[config.mk]
export PLATFORM = sky130hd
export DESIGN_NAME = run_expander
export DESIGN_NICKNAME = d
export VERILOG_FILES = /design/src/rtl/run_pkg.sv /design/src/rtl/byte_popcnt.sv /design/src/rtl/run_expander.sv
export SDC_FILE = /design/constraint.sdc
export NUM_CORES = 1
export LEC_CHECK = 0
export ABC_AREA = 1
export BUFFER_PORTS_ARGS = -buffer_cell sky130_fd_sc_hd__clkbuf_2
export CAP_MARGIN = 40
export CORE_ASPECT_RATIO = 1.2
export CORE_MARGIN = 3
export CORE_UTILIZATION = 63
export CTS_CLUSTER_DIAMETER = 40
export DETAILED_ROUTE_END_ITERATION = 10
export PLACE_DENSITY = 0.86
export SLEW_MARGIN = 15
export SYNTH_ARGS = -nofsm -noshare
export SYNTH_HDL_FRONTEND = slang
export SYNTH_SLANG_ARGS = --single-unit
[constraint.sdc]
create_clock -name clk -period 10.34 [get_ports clk]
set_clock_uncertainty 0.05 [all_clocks]
set_input_delay 1.551 -clock clk [delete_from_list [all_inputs] [get_ports clk]]
set_output_delay 1.551 -clock clk [all_outputs]
set_load 0.005 [all_outputs]
[src/rtl/run_pkg.sv]
// Shared types and constants for the run-length expander.
package run_pkg;
  localparam int BYTE_W = 8;
  localparam int LEN_W  = 4;
  localparam int CNT_W  = 4;
  localparam int IDX_W  = 3;

  typedef enum logic [1:0] {IDLE, EXPAND, FLUSH} state_t;

  typedef struct packed {
    logic [BYTE_W-1:0] data;
    logic [CNT_W-1:0]  nbits;
    logic [CNT_W-1:0]  num1;
    logic [CNT_W-1:0]  num0;
  } out_t;
endpackage

[src/rtl/byte_popcnt.sv]
// Counts ones and zeros over the low nbits of a byte.
module byte_popcnt
  import run_pkg::*;
(
  input  logic [BYTE_W-1:0] data,
  input  logic [CNT_W-1:0]  nbits,
  output logic [CNT_W-1:0]  num1,
  output logic [CNT_W-1:0]  num0
);
  always_comb begin
    num1 = '0;
    for (int i = 0; i < BYTE_W; i++) begin
      if (CNT_W'(i) < nbits) num1 = num1 + CNT_W'(data[i]);
    end
  end

  assign num0 = nbits - num1;
endmodule

[src/rtl/run_expander.sv]
// Expands (bit, length) run tokens into LSB-first packed bytes with bit counts.
// state  | meaning
// IDLE   | ready for a token or a flush request
// EXPAND | writing the latched bit, one per cycle
// FLUSH  | waiting to emit the partial byte
module run_expander
  import run_pkg::*;
(
  input  logic              clk,
  input  logic              rst,
  input  logic              run_valid,
  output logic              run_ready,
  input  logic              run_bit,
  input  logic [LEN_W-1:0]  run_len,
  input  logic              flush,
  output logic              byte_valid,
  input  logic              byte_ready,
  output logic [BYTE_W-1:0] byte_data,
  output logic [CNT_W-1:0]  byte_nbits,
  output logic [CNT_W-1:0]  byte_num1,
  output logic [CNT_W-1:0]  byte_num0,
  output logic              err_len
);
  state_t            state;
  logic [BYTE_W-1:0] acc;
  logic [IDX_W-1:0]  idx;
  logic [LEN_W-1:0]  rem;
  logic              bit_q;
  out_t              out_q;
  out_t              load_out;
  logic              out_free;

  assign out_free = !byte_valid || byte_ready;

  // Flush masks stale bits above idx; a completing write merges the final bit.
  always_comb begin
    if (state == FLUSH) begin
      load_out.data  = acc & ~({BYTE_W{1'b1}} << idx);
      load_out.nbits = CNT_W'(idx);
    end else begin
      load_out.data  = {bit_q, acc[BYTE_W-2:0]};
      load_out.nbits = CNT_W'(BYTE_W);
    end
  end

  byte_popcnt u_popcnt (
    .data  (load_out.data),
    .nbits (load_out.nbits),
    .num1  (load_out.num1),
    .num0  (load_out.num0)
  );

  assign byte_data  = out_q.data;
  assign byte_nbits = out_q.nbits;
  assign byte_num1  = out_q.num1;
  assign byte_num0  = out_q.num0;

  always_ff @(posedge clk) begin
    if (rst) begin
      state      <= IDLE;
      run_ready  <= 1'b1;
      acc        <= '0;
      idx        <= '0;
      rem        <= '0;
      bit_q      <= 1'b0;
      out_q      <= '0;
      byte_valid <= 1'b0;
      err_len    <= 1'b0;
    end else begin
      err_len <= 1'b0;
      if (byte_valid && byte_ready) byte_valid <= 1'b0;
      case (state)
        IDLE: begin
          if (run_valid) begin
            if (run_len == '0) begin
              err_len <= 1'b1;
            end else begin
              bit_q     <= run_bit;
              rem       <= run_len;
              state     <= EXPAND;
              run_ready <= 1'b0;
            end
          end else if (flush && idx != '0) begin
            state     <= FLUSH;
            run_ready <= 1'b0;
          end
        end
        EXPAND: begin
          // The byte-completing write waits for the output register to free.
          if (idx != IDX_W'(BYTE_W - 1) || out_free) begin
            acc[idx] <= bit_q;
            idx      <= idx + IDX_W'(1);
            rem      <= rem - LEN_W'(1);
            if (idx == IDX_W'(BYTE_W - 1)) begin
              out_q      <= load_out;
              byte_valid <= 1'b1;
            end
            if (rem == LEN_W'(1)) begin
              state     <= IDLE;
              run_ready <= 1'b1;
            end
          end
        end
        FLUSH: begin
          if (out_free) begin
            out_q      <= load_out;
            byte_valid <= 1'b1;
            idx        <= '0;
            state      <= IDLE;
            run_ready  <= 1'b1;
          end
        end
        default: begin
          state     <= IDLE;
          run_ready <= 1'b1;
        end
      endcase
    end
  end
endmodule

==> Word level (Yosys, flattened, before mapping) <==
Cells that the tools add are included.
{ "word_totals": {"ff_bits": 41, "in_bits": 10, "mem_bits_rw": 0, "wordCells": 112, "mem_bits_ro": 0, "latch_bits": 0, "out_inout_bits": 23, "memories": 0} }
{ "classes": {"div": 0, "n_eq_ne": 13, "add_sub_neg": 10, "shift": 1, "n_bitwise": 5, "muxes": 43, "n_lt_le_gt_ge": 10, "reduce_logical": 18, "n_mul": 0} }
{ "ops": {"columns": ["op", "count"], "rows": [
  ["2-to-1 mux 20 bit", 3],
  ["2-to-1 mux 4 bit", 10],
  ["case mux 20 bit (2 select lines)", 1],
  ["adder 4 x 1 -> 4 bit", 6],
  ["less-than comparator 3 x 4 -> 1 bit (first input constant)", 4],
  ["2-to-1 mux 1 bit", 13],
  ["2-to-1 mux 12 bit", 1],
  ["2-to-1 mux 2 bit", 6],
  ["inequality test 2 bit (second input constant)", 6],
  ["inequality test 3 bit (second input constant)", 3],
  ["AND 8 bit", 1],
  ["bitwise mux 8 bit", 1],
  ["less-than comparator 1 x 4 -> 1 bit (first input constant)", 2],
  ["less-than comparator 2 x 4 -> 1 bit (first input constant)", 2],
  ["inverter 8 bit", 1],
  ["case mux 4 bit (2 select lines)", 1],
  ["AND reduction 4 bit", 2],
  ["left shift 8 x 3 -> 8 bit (first input constant)", 1],
  ["2-to-1 mux 3 bit", 2],
  ["case mux 2 bit (3 select lines)", 1],
  ["case mux 3 bit (2 select lines)", 1],
  ["AND reduction 3 bit", 2],
  ["AND reduction 5 bit", 1],
  ["equality test 4 x 1 -> 1 bit (second input constant)", 1],
  ["22 further kinds", 28]
]} }

==> Longest topological paths before layout <==
Gate-level depths: netlist of run 1.
{ "depth": {"ltp_word": 24, "ltp_mapped": 40, "mapped_depth_nobuf": 39} }

==> Hierarchy <==
A second synthesis of run 1 with hierarchy kept.
{ "unflattened": {"cells_unflattened": 427, "hier_area_um2": 2886.5} }
{ "modules_own_cells": {"columns": ["mod", "instances", "cells_per_inst", "area_each_um2", "seq_area_each_um2"], "rows": [
  ["run_expander", 1, 272, 1981.9, 800.8],
  ["byte_popcnt", 1, 155, 904.6, 0.0]
]} }

==> Worst setup path after synthesis of run 1 <==
No wires, ideal clock.
{ "synth_timing": {"path_kind": "register to register", "start": "register state[0]", "end": "register out_q, in the netlist byte_num0[3]", "slack_ns": 4.215, "t_required_ns": 10.181, "path_stages_with_launch": 40, "synth_period_minus_slack_ns": 6.125, "t_arrival_ns": 5.966, "setup_time_ns": 0.109, "n_path_buf": 1, "cell_sequence": "dfxtp_1 inv_1 ha_1 buf_4 nand2_1 o21ai_0 a21oi_1 ha_1 nand2_1 nand2_1 ha_1 nor2_1 a31oi_1 ha_1 or2_2 o21ai_0 inv_1 ha_1 [4 not listed] nand2_1 ha_1 or2_2 and2_1 ha_1 ha_1 nand2_1 o21ai_2 inv_2 ha_1 nand2_1 o21ai_0 xor2_1 inv_1 nand2_1 nand3_1 nand2_1 inv_1"} }
{ "synth_via": {"elab_chain_len": 22, "elab_cells_between_ends": 36, "cone_classes": "8 x add/sub; 8 x order compare; 5 x eq/ne; 13 x mux; 2 x reduce/logical"} }
{ "synth_rtl": {"columns": ["item", "line", "source"], "rows": [
  ["from (decl)", "run_expander.sv:24", "state_t state;"],
  ["from (signal assigned)", "run_expander.sv:60", "state <= IDLE;"],
  ["from (signal assigned)", "run_expander.sv:80", "state <= EXPAND;"],
  ["from (signal assigned)", "run_expander.sv:84", "state <= FLUSH;"],
  ["equality test 2 bit", "run_expander.sv:37, run_expander.sv:72", null],
  ["2-to-1 mux 12 bit", "run_expander.sv:37", "if (state == FLUSH) begin"],
  ["less-than comparator 1 x 4 -> 1 bit", "byte_popcnt.sv:13", "if (CNT_W'(i) < nbits) num1 = num1 + CNT_W'(data[i]);"],
  ["2-to-1 mux 1 bit", "byte_popcnt.sv:13", null],
  ["adder 1 x 1 -> 2 bit", "byte_popcnt.sv:13", null],
  ["2-to-1 mux 4 bit", "byte_popcnt.sv:13", null],
  ["adder 4 x 1 -> 4 bit", "byte_popcnt.sv:13", null],
  ["2-to-1 mux 4 bit", "byte_popcnt.sv:13", null],
  ["[6 not listed]", null, null],
  ["adder 4 x 1 -> 4 bit", "byte_popcnt.sv:13", null],
  ["2-to-1 mux 4 bit", "byte_popcnt.sv:13", null],
  ["adder 4 x 1 -> 4 bit", "byte_popcnt.sv:13", null],
  ["2-to-1 mux 4 bit", "byte_popcnt.sv:13", null],
  ["subtractor 4 bit", "byte_popcnt.sv:17", "assign num0 = nbits - num1;"],
  ["2-to-1 mux 20 bit", "run_expander.sv:94", "if (idx == IDX_W'(BYTE_W - 1)) begin"],
  ["2-to-1 mux 20 bit", "run_expander.sv:90", "if (idx != IDX_W'(BYTE_W - 1) || out_free) begin"],
  ["case mux 20 bit (2 select lines)", "run_expander.sv:72", "case (state)"],
  ["to (signal assigned)", "run_expander.sv:95", "out_q <= load_out;"],
  ["to (signal assigned)", "run_expander.sv:106", "out_q <= load_out;"],
  ["to (decl)", "run_expander.sv:29", "out_t out_q;"]
]} }
Parallel ways exist; a longest one is shown, timed or not. The select of a mux whose other input is x is not followed.
A chain may end at the register's enable or synchronous reset.

==> Worst setup path after layout of run 1 <==
Same ends and word-level chain as after synthesis.

==> results.yml, run 1 <==
clock_network:
  cts.htree.levels: 2
  clk_path_buf_depth: 2
  postCtsSetupBuffers: 0
  worstSkewPairLatency_ps: 310
  post_cts_resized: 0
  clk_pin_slew_ps: 90
  cts_tree: "done"
  clock-root-buffer: "clkbuf_8"
  clock_sinks: 40
  cts_made_buffers: 5
  holdBufCountCts: 0
run_status:
  status: "completed"
yosys:
  synth-seq-cells: 40
  synth_fp_nets: 412
  synth_adder_area_share_pct: 13.1
  synth_cell_types: 37
  synth_top_family_by_area: "simple AND/OR/NAND/NOR gates"
  synth_compound_gate_area_share_pct: 19.3
  synth_top_cell_area_share_pct: 30.3
  yosysWarnings: 0
  ys_seq_area_share_pct: 30.3
  syn_inst: 375
  ys.flop_type: "dfxtp_1"
  synth_edf_count: 0
  synth_xor_area_share_pct: 1.66
  synthArstFlopShare_pct: 0
  synth_area_leader_cell: "dfxtp_1"
  synthTopCellsByCount: "66 x nand2_1, 53 x inv_1, 40 x dfxtp_1, 39 x nor2_1, 30 x a21oi_1"
  syn-cell-area_mm2: 0.00264
  ys_top_cells_by_area: "dfxtp_1 30%, ha_1 12%, nand2_1 9.4%"
  synth_mux_area_share_pct: 0
  yosys.cell_count.top_type: "nand2_1"
  synth_area_per_cell_um2: 7.04
  synthSimpleGateAreaFrac_pct: 25.9
die:
  initial_core_util_pct: 66.0
  rows: 25
  die_h_um: 76.9
  fp.dieW_um: 65.1
  ios: 33
  core-area_mm2: 0.00400
  dieArea_mm2: 0.00501
sta:
  drv_slew: 0
  hold_viol_final: 0
  rsz0062_at_grt: "no"
  setup_viol: 0
  max_freq_mhz: 141
  post-route-period-util_pct: 68.6
  period_needed_ps: 7090
  max_slew.worst_pin.slew_ps: 655
  max_slew_margin_pct: 56.4
  fin_tns_setup_ps: 0
routing:
  drt-initial-drc-count: 132
  wirelength_um: 6020
  vias: 2514
  drtPass1Iterations: 4
  ant_nets: 0
  avgViaCountPerCell: 5.47
  drcViolationCount: 0
  wire_per_inst_um: 13.1
flow_run:
  cap_violations: 0
layout:
  seq_area_um2: 801
  multi_input_area_mm2: 0.00159
  n_antenna_cell: 0
  syn_to_final_growth_pct: 10.9
  fillCellCount: 368
  layout.cells.non_filler: 460
  drive_gt1_share_pct: 16.7
  fin_nets: 442
placed_design:
  place.gp.congestion: 0.861
  placedCellCount: 452
  portBuffers: 32
  dp.final_hpwl_um: 4620
power_and_ir_drop:
  p_per_area_mw_per_mm2: 200
  peakVddDrop_v: 0.000129
  leakage_nw: 1.51
global_route:
  grt_first_pass_wirelength_um: 10800
  gr-total-overflow: 0
  grt_usage_pct: 26.7
  antenna_found_initial: 0
  grt_max_degree: 24
  first_global_vias: 2444
setup_path:
  path_class: "register to register"
  crit_required_ps: 10510
  timing.rr.start: "state[0]$_SDFFE_PP0P_"
  r2r_end: "byte_num0[3]$_SDFFE_PP0P_"
  cpMostUsedCell: "ha_1"
  r2r_setup_slack_ps: 3250
  crit_path_start_kind: "register"
  crit_arrival_ps: 7260
  slowest_delay_ps: 590
  cp_max_fo: 16
  r2r_cells: 37
  end_kind: "register"
  cp_slowest_cell: "ha_1"
hold_path:
  hold_class: "register to register"
  hold_depth: 2
  worstHoldEndpoint: "byte_nbits[1]$_SDFFE_PP0P_"
  min-delay-start: "byte_nbits[1]$_SDFFE_PP0P_"
[layout by cell type, fill, tap and decap left out, types with 3 or more instances in the layout]
cell type  instances
nand2_1           66
inv_1             53
dfxtp_1           40
nor2_1            39
clkbuf_2          32
a21oi_1           29
o21ai_0           27
ha_1              26
nand3_1           20
nand2_2            8
a211oi_1           8
a311oi_1           6
clkbuf_8           5
or2_2              4
xor2_1             4
inv_2              3
[where the power goes]
group	total (mW)	internal, mW	switching, mW
clock	0.109	0.0478	0.0609
sequential	0.205	0.184	0.0214
combinational	0.272	0.104	0.168
total	0.586	0.336	0.251
[cells by family (layout without fill, tap and decap cells)]
| group | count (synthesis) | count (layout) |
|---|---|---|
| adders and majority gates | 27 | 27 |
| xor gates and xnor gates | 5 | 5 |
| AOI/OAI and AO/OA | 85 | 85 |
| buffers and inverters | 67 | 98 |
| and+or+nand+nor | 151 | 151 |
| DFF | 40 | 40 |
[worst max-delay path by stage]
stage / startpoint / to / cells after the start
after CTS: state[0]$_SDFFE_PP0P_ / byte_num0[3]$_SDFFE_PP0P_ / 37
after floorplan: state[0]$_SDFFE_PP0P_ / byte_num0[3]$_SDFFE_PP0P_ / 39
after global placement: state[0]$_SDFFE_PP0P_ / byte_num0[3]$_SDFFE_PP0P_ / 37
final: state[0]$_SDFFE_PP0P_ / byte_num0[3]$_SDFFE_PP0P_ / 37
after detailed placement: state[0]$_SDFFE_PP0P_ / byte_num0[3]$_SDFFE_PP0P_ / 37
after global routing: state[0]$_SDFFE_PP0P_ / byte_num0[3]$_SDFFE_PP0P_ / 37
[sequential cells by signal (all words and copies together) (netlist names)]
| register | cells |
|---|---|
| byte_data | 8 |
| state | 2 |
| acc | 7 |
| rem | 4 |
| byte_nbits | 4 |
| err_len | 1 |
| byte_num1 | 4 |
| byte_valid | 1 |
| bit_q | 1 |
| idx | 3 |
| byte_num0 | 4 |
| run_ready | 1 |
[area by class of cell]
| class | count | share of cell area, % |
|---|---|---|
| Clock inverter | 3 | 0.812 |
| Tap cell | 54 | 2.31 |
| Timing Repair Buffer | 33 | 5.72 |
| Sequential cell | 40 | 27.3 |
| Multi-Input combinational cell | 268 | 54.2 |
| Clock buffer | 5 | 2.35 |
| Inverter | 57 | 7.30 |
[routing by layer]
metal  track usage [%]  wire length, µm  vias to the layer above  part of all wire [%]
li1                  -                -                     1292                     -
met1              32.5             2620                     1156                    44
met2              46.3             3040                       53                    50
met3              4.10              214                       13                   3.6
met4              11.0              144                        0                   2.4
met5                 0                0                        -                     0
[through the flow]
stage / hold slack [ps] / utilization (%) / instance area, µm² / power [mW] / setup WS [ps]
6_report: 424 / 73.2 / 2930 / 0.586 / 3250
4_1_cts: 418 / 73.2 / 2930 / 0.588 / 3280
2_1_floorplan: 380 / - / 2640 / 0.405 / 4220
3_3_place_gp: 393 / 70.8 / 2840 / 0.464 / 3590
5_1_grt: 440 / 73.2 / 2930 / 0.637 / 2700
3_5_place_dp: 405 / 70.8 / 2840 / 0.477 / 3360
[critical path, delay by kind of cell, from the launching register on]
| family | cells | cell delay (ps) |
|---|---|---|
| flops | 1 | 330 |
| xor+xnor | 2 | 400 |
| compound gates | 7 | 1110 |
| buf+inv | 4 | 280 |
| simple gates | 14 | 1860 |
| fa+ha+maj | 10 | 2940 |
Note: power is estimated with default switching activity, not from simulation.
==> run 2: changes to the inputs <==
- ABC_AREA: 1 -> 0
- CORE_UTILIZATION: 63 -> 59
- PLACE_DENSITY: 0.86 -> 0.8
- clock period: 10.34 -> 6.7 ns (I/O delays scaled with it)
==> results.yml, run 2 <==
setup_path:
  r2r_setup_slack_ps: 140
  r2r_end: "byte_num0[3]$_SDFFE_PP0P_"
  crit_required_ps: 6860
  cp_slowest_cell: "o21ai_0"
  worst-path-buf-inv: 1
  path_class: "register to register"
  startpoint: "idx[1]$_SDFFE_PP0P_"
  r2r_cells: 32
  crit_path_start_kind: "register"
  end_kind: "register"
  timing.rr.start: "idx[1]$_SDFFE_PP0P_"
  cpMostUsedCell: "ha_4"
  cp_max_fo: 5
  critPathTopFamily: "adder cells"
  crit_arrival_ps: 6720
  slowest_delay_ps: 390
yosys:
  synthSimpleGateAreaFrac_pct: 23.8
  ys_top_cells_by_area: "dfxtp_1 28%, ha_1 11%, a21oi_1 5.9%"
  syn_inst: 366
  synthArstFlopShare_pct: 0
  synth_edf_count: 0
  synth_top_family_by_area: "simple AND/OR/NAND/NOR gates"
  synth_top_cell_area_share_pct: 27.9
  synth_compound_gate_area_share_pct: 23.5
  synth_xor_area_share_pct: 2.14
  ys.flop_type: "dfxtp_1"
  synth-seq-cells: 40
  synth_adder_area_share_pct: 12.0
  synth_cell_types: 56
  ys_seq_area_share_pct: 27.9
  yosys.cell_count.top_type: "nor2_1"
  synth_fp_nets: 403
  synth_mux_area_share_pct: 4.45
  yosysWarnings: 0
  synthTopCellsByCount: "44 x nor2_1, 40 x dfxtp_1, 40 x nand2_1, 34 x a21oi_1, 26 x ha_1"
  syn-cell-area_mm2: 0.00287
  synth_area_per_cell_um2: 7.84
  synth_area_leader_cell: "dfxtp_1"
power_and_ir_drop:
  seqPwrFrac_pct: 39.9
  p_per_area_mw_per_mm2: 180
  p_int_uw: 452
  clockPowerShare_pct: 32.8
  leakage_nw: 1.51
  pwr-share-comb_pct: 27.3
  switching_power_uw: 204
  peakVddDrop_v: 0.000167
  swShare_pct: 31.1
clock_network:
  clk_path_buf_depth: 2
  cts_made_buffers: 5
  clk_pin_slew_ps: 90
  holdBufCountCts: 0
  cts_tree: "done"
  worstSkewPairLatency_ps: 300
  cts.htree.levels: 2
  clock-root-buffer: "clkbuf_8"
  clock_sinks: 40
global_route:
  gr-total-overflow: 0
  grt_first_pass_wirelength_um: 11800
  first_global_vias: 2594
  grt_usage_pct: 25.4
  grt_max_degree: 41
  antenna_found_initial: 0
hold_path:
  min-delay-start: "byte_num0[2]$_SDFFE_PP0P_"
  worstHoldEndpoint: "byte_num0[2]$_SDFFE_PP0P_"
  hold_class: "register to register"
  hold_depth: 2
die:
  dieArea_mm2: 0.00574
  core-area_mm2: 0.00463
  initial_core_util_pct: 62.0
  rows: 27
  die_h_um: 82.4
  fp.dieW_um: 69.7
  ios: 33
layout:
  syn_to_final_growth_pct: 26.9
  seq_area_um2: 810
  drive_gt1_share_pct: 30.4
  final_cell_mix: "40 x nor2_1, 37 x dfxtp_1, 36 x nand2_1, 35 x buf_4"
  largest_reg_flops: 8
  multi_input_area_mm2: 0.00213
  n_antenna_cell: 0
  fin_nets: 457
  utilization_pct: 78.7
  fillCellCount: 303
  layout.cells.non_filler: 479
  final_common_cell: "nor2_1"
sta:
  max_slew.worst_pin.slew_ps: 826
  post-route-period-util_pct: 97.9
  hold_viol_final: 0
  period_needed_ps: 6560
  hold_ws_ps: 412
  setup_viol: 0
  drv_slew: 0
  max_slew_margin_pct: 45.0
  max_freq_mhz: 153
placed_design:
  placedCellCount: 455
  place.gp.congestion: 0.873
  dp.final_hpwl_um: 5230
  portBuffers: 32
routing:
  drcViolationCount: 0
  wirelength_um: 8010
  ant_nets: 0
  wl_met2_um: 4120
  avgViaCountPerCell: 6.06
  drt-met1-wl_um: 3190
  vias: 2904
  maxUsedRoutingLayer: "met4"
  wire_per_inst_um: 16.7
  drtPass1Iterations: 5
  wl_met3_um: 367
  drt-initial-drc-count: 203
flow_run:
  cap_violations: 0
run_status:
  status: "completed"
## run 2: cell count changes after synthesis, moves of 5 or more
cell,previous run,this run
nand3_1,20,6
nor2b_1,0,6
o21ai_0,27,16
clkbuf_1,7,15
inv_1,53,19
nor2_1,39,44
a22oi_1,0,5
mux2i_1,0,9
and2_1,1,8
nand2_1,66,40
a311oi_1,6,0
nand2_2,8,0
nor3_1,2,8
## run 2: repair_timing
item | in CTS | in global routing
resized for setup | 5 | 35
setup endpoints to repair | 1 | 1
setup buffers | 1 | 15
cloned | 0 | 0
pin swaps | 3 | 17
## run 2: worst min-delay path: cells and delay by family, from the launching register on
family | cells | cell delay [ps]
compound gates | 1 | 50
simple gates | 1 | 50
flops | 1 | 320
## run 2: cells by family after synthesis
family | count (synthesis)
AND/OR/NAND/NOR | 140
AO/OA/AOI/OAI | 100
buffers and inverters | 40
flip-flops | 40
adder cells (fa/ha/maj) | 27
multiplexers | 12
XOR/XNOR | 7
## run 2: final cells by class
| cell class | instances | area share [%] |
|---|---|---|
| tap | 58 | 1.99 |
| inverter | 19 | 1.96 |
| clock inverter | 2 | 1.07 |
| sequential | 40 | 22.2 |
| clock buffer | 6 | 2.27 |
| multi-input combinational | 286 | 58.6 |
| timing repair buffer | 68 | 11.9 |
## run 2: how the worst max path moves through the flow
| stage | end | slack, ps | depth (start not counted) |
|---|---|---|---|
| floorplan | byte_num0[3]$_SDFFE_PP0P_ | 8 | 37 |
| global placement | byte_num0[3]$_SDFFE_PP0P_ | -10 | 32 |
| detailed placement | byte_num0[3]$_SDFFE_PP0P_ | -230 | 35 |
| CTS | byte_num0[3]$_SDFFE_PP0P_ | 60 | 35 |
| global route | byte_num0[3]$_SDFFE_PP0P_ | -200 | 35 |
| finish | byte_num0[3]$_SDFFE_PP0P_ | 140 | 32 |
## run 2: power by group through the flow
stage | Combinational [mW] | Sequential (mW) | Clock (mW)
after CTS | 0.147 | 0.262 | 0.213
final | 0.179 | 0.262 | 0.216
after global placement | 0.140 | 0.267 | 0
after detailed placement | 0.144 | 0.267 | 0
after floorplan | 0.108 | 0.264 | 0
after global routing | 0.198 | 0.264 | 0.225
## run 2: metrics by stage
step                total power, mW  cell area [µm²]  setup TNS (ps)  setup slack [ps]
global route                  0.686             3640            -201              -201
finish                        0.657             3640               0               143
global placement              0.407             3200           -10.2             -10.2
floorplan                     0.372             2960               0              7.59
detailed placement            0.412             3210            -230              -230
CTS                           0.623             3350               0              61.9
## run 2: per-layer routing
layer	up-vias	global-route usage, %
met5	-	0
met4	0	10.2
met3	34	4.12
met2	102	48.0
met1	1374	28.7
li1	1394	-
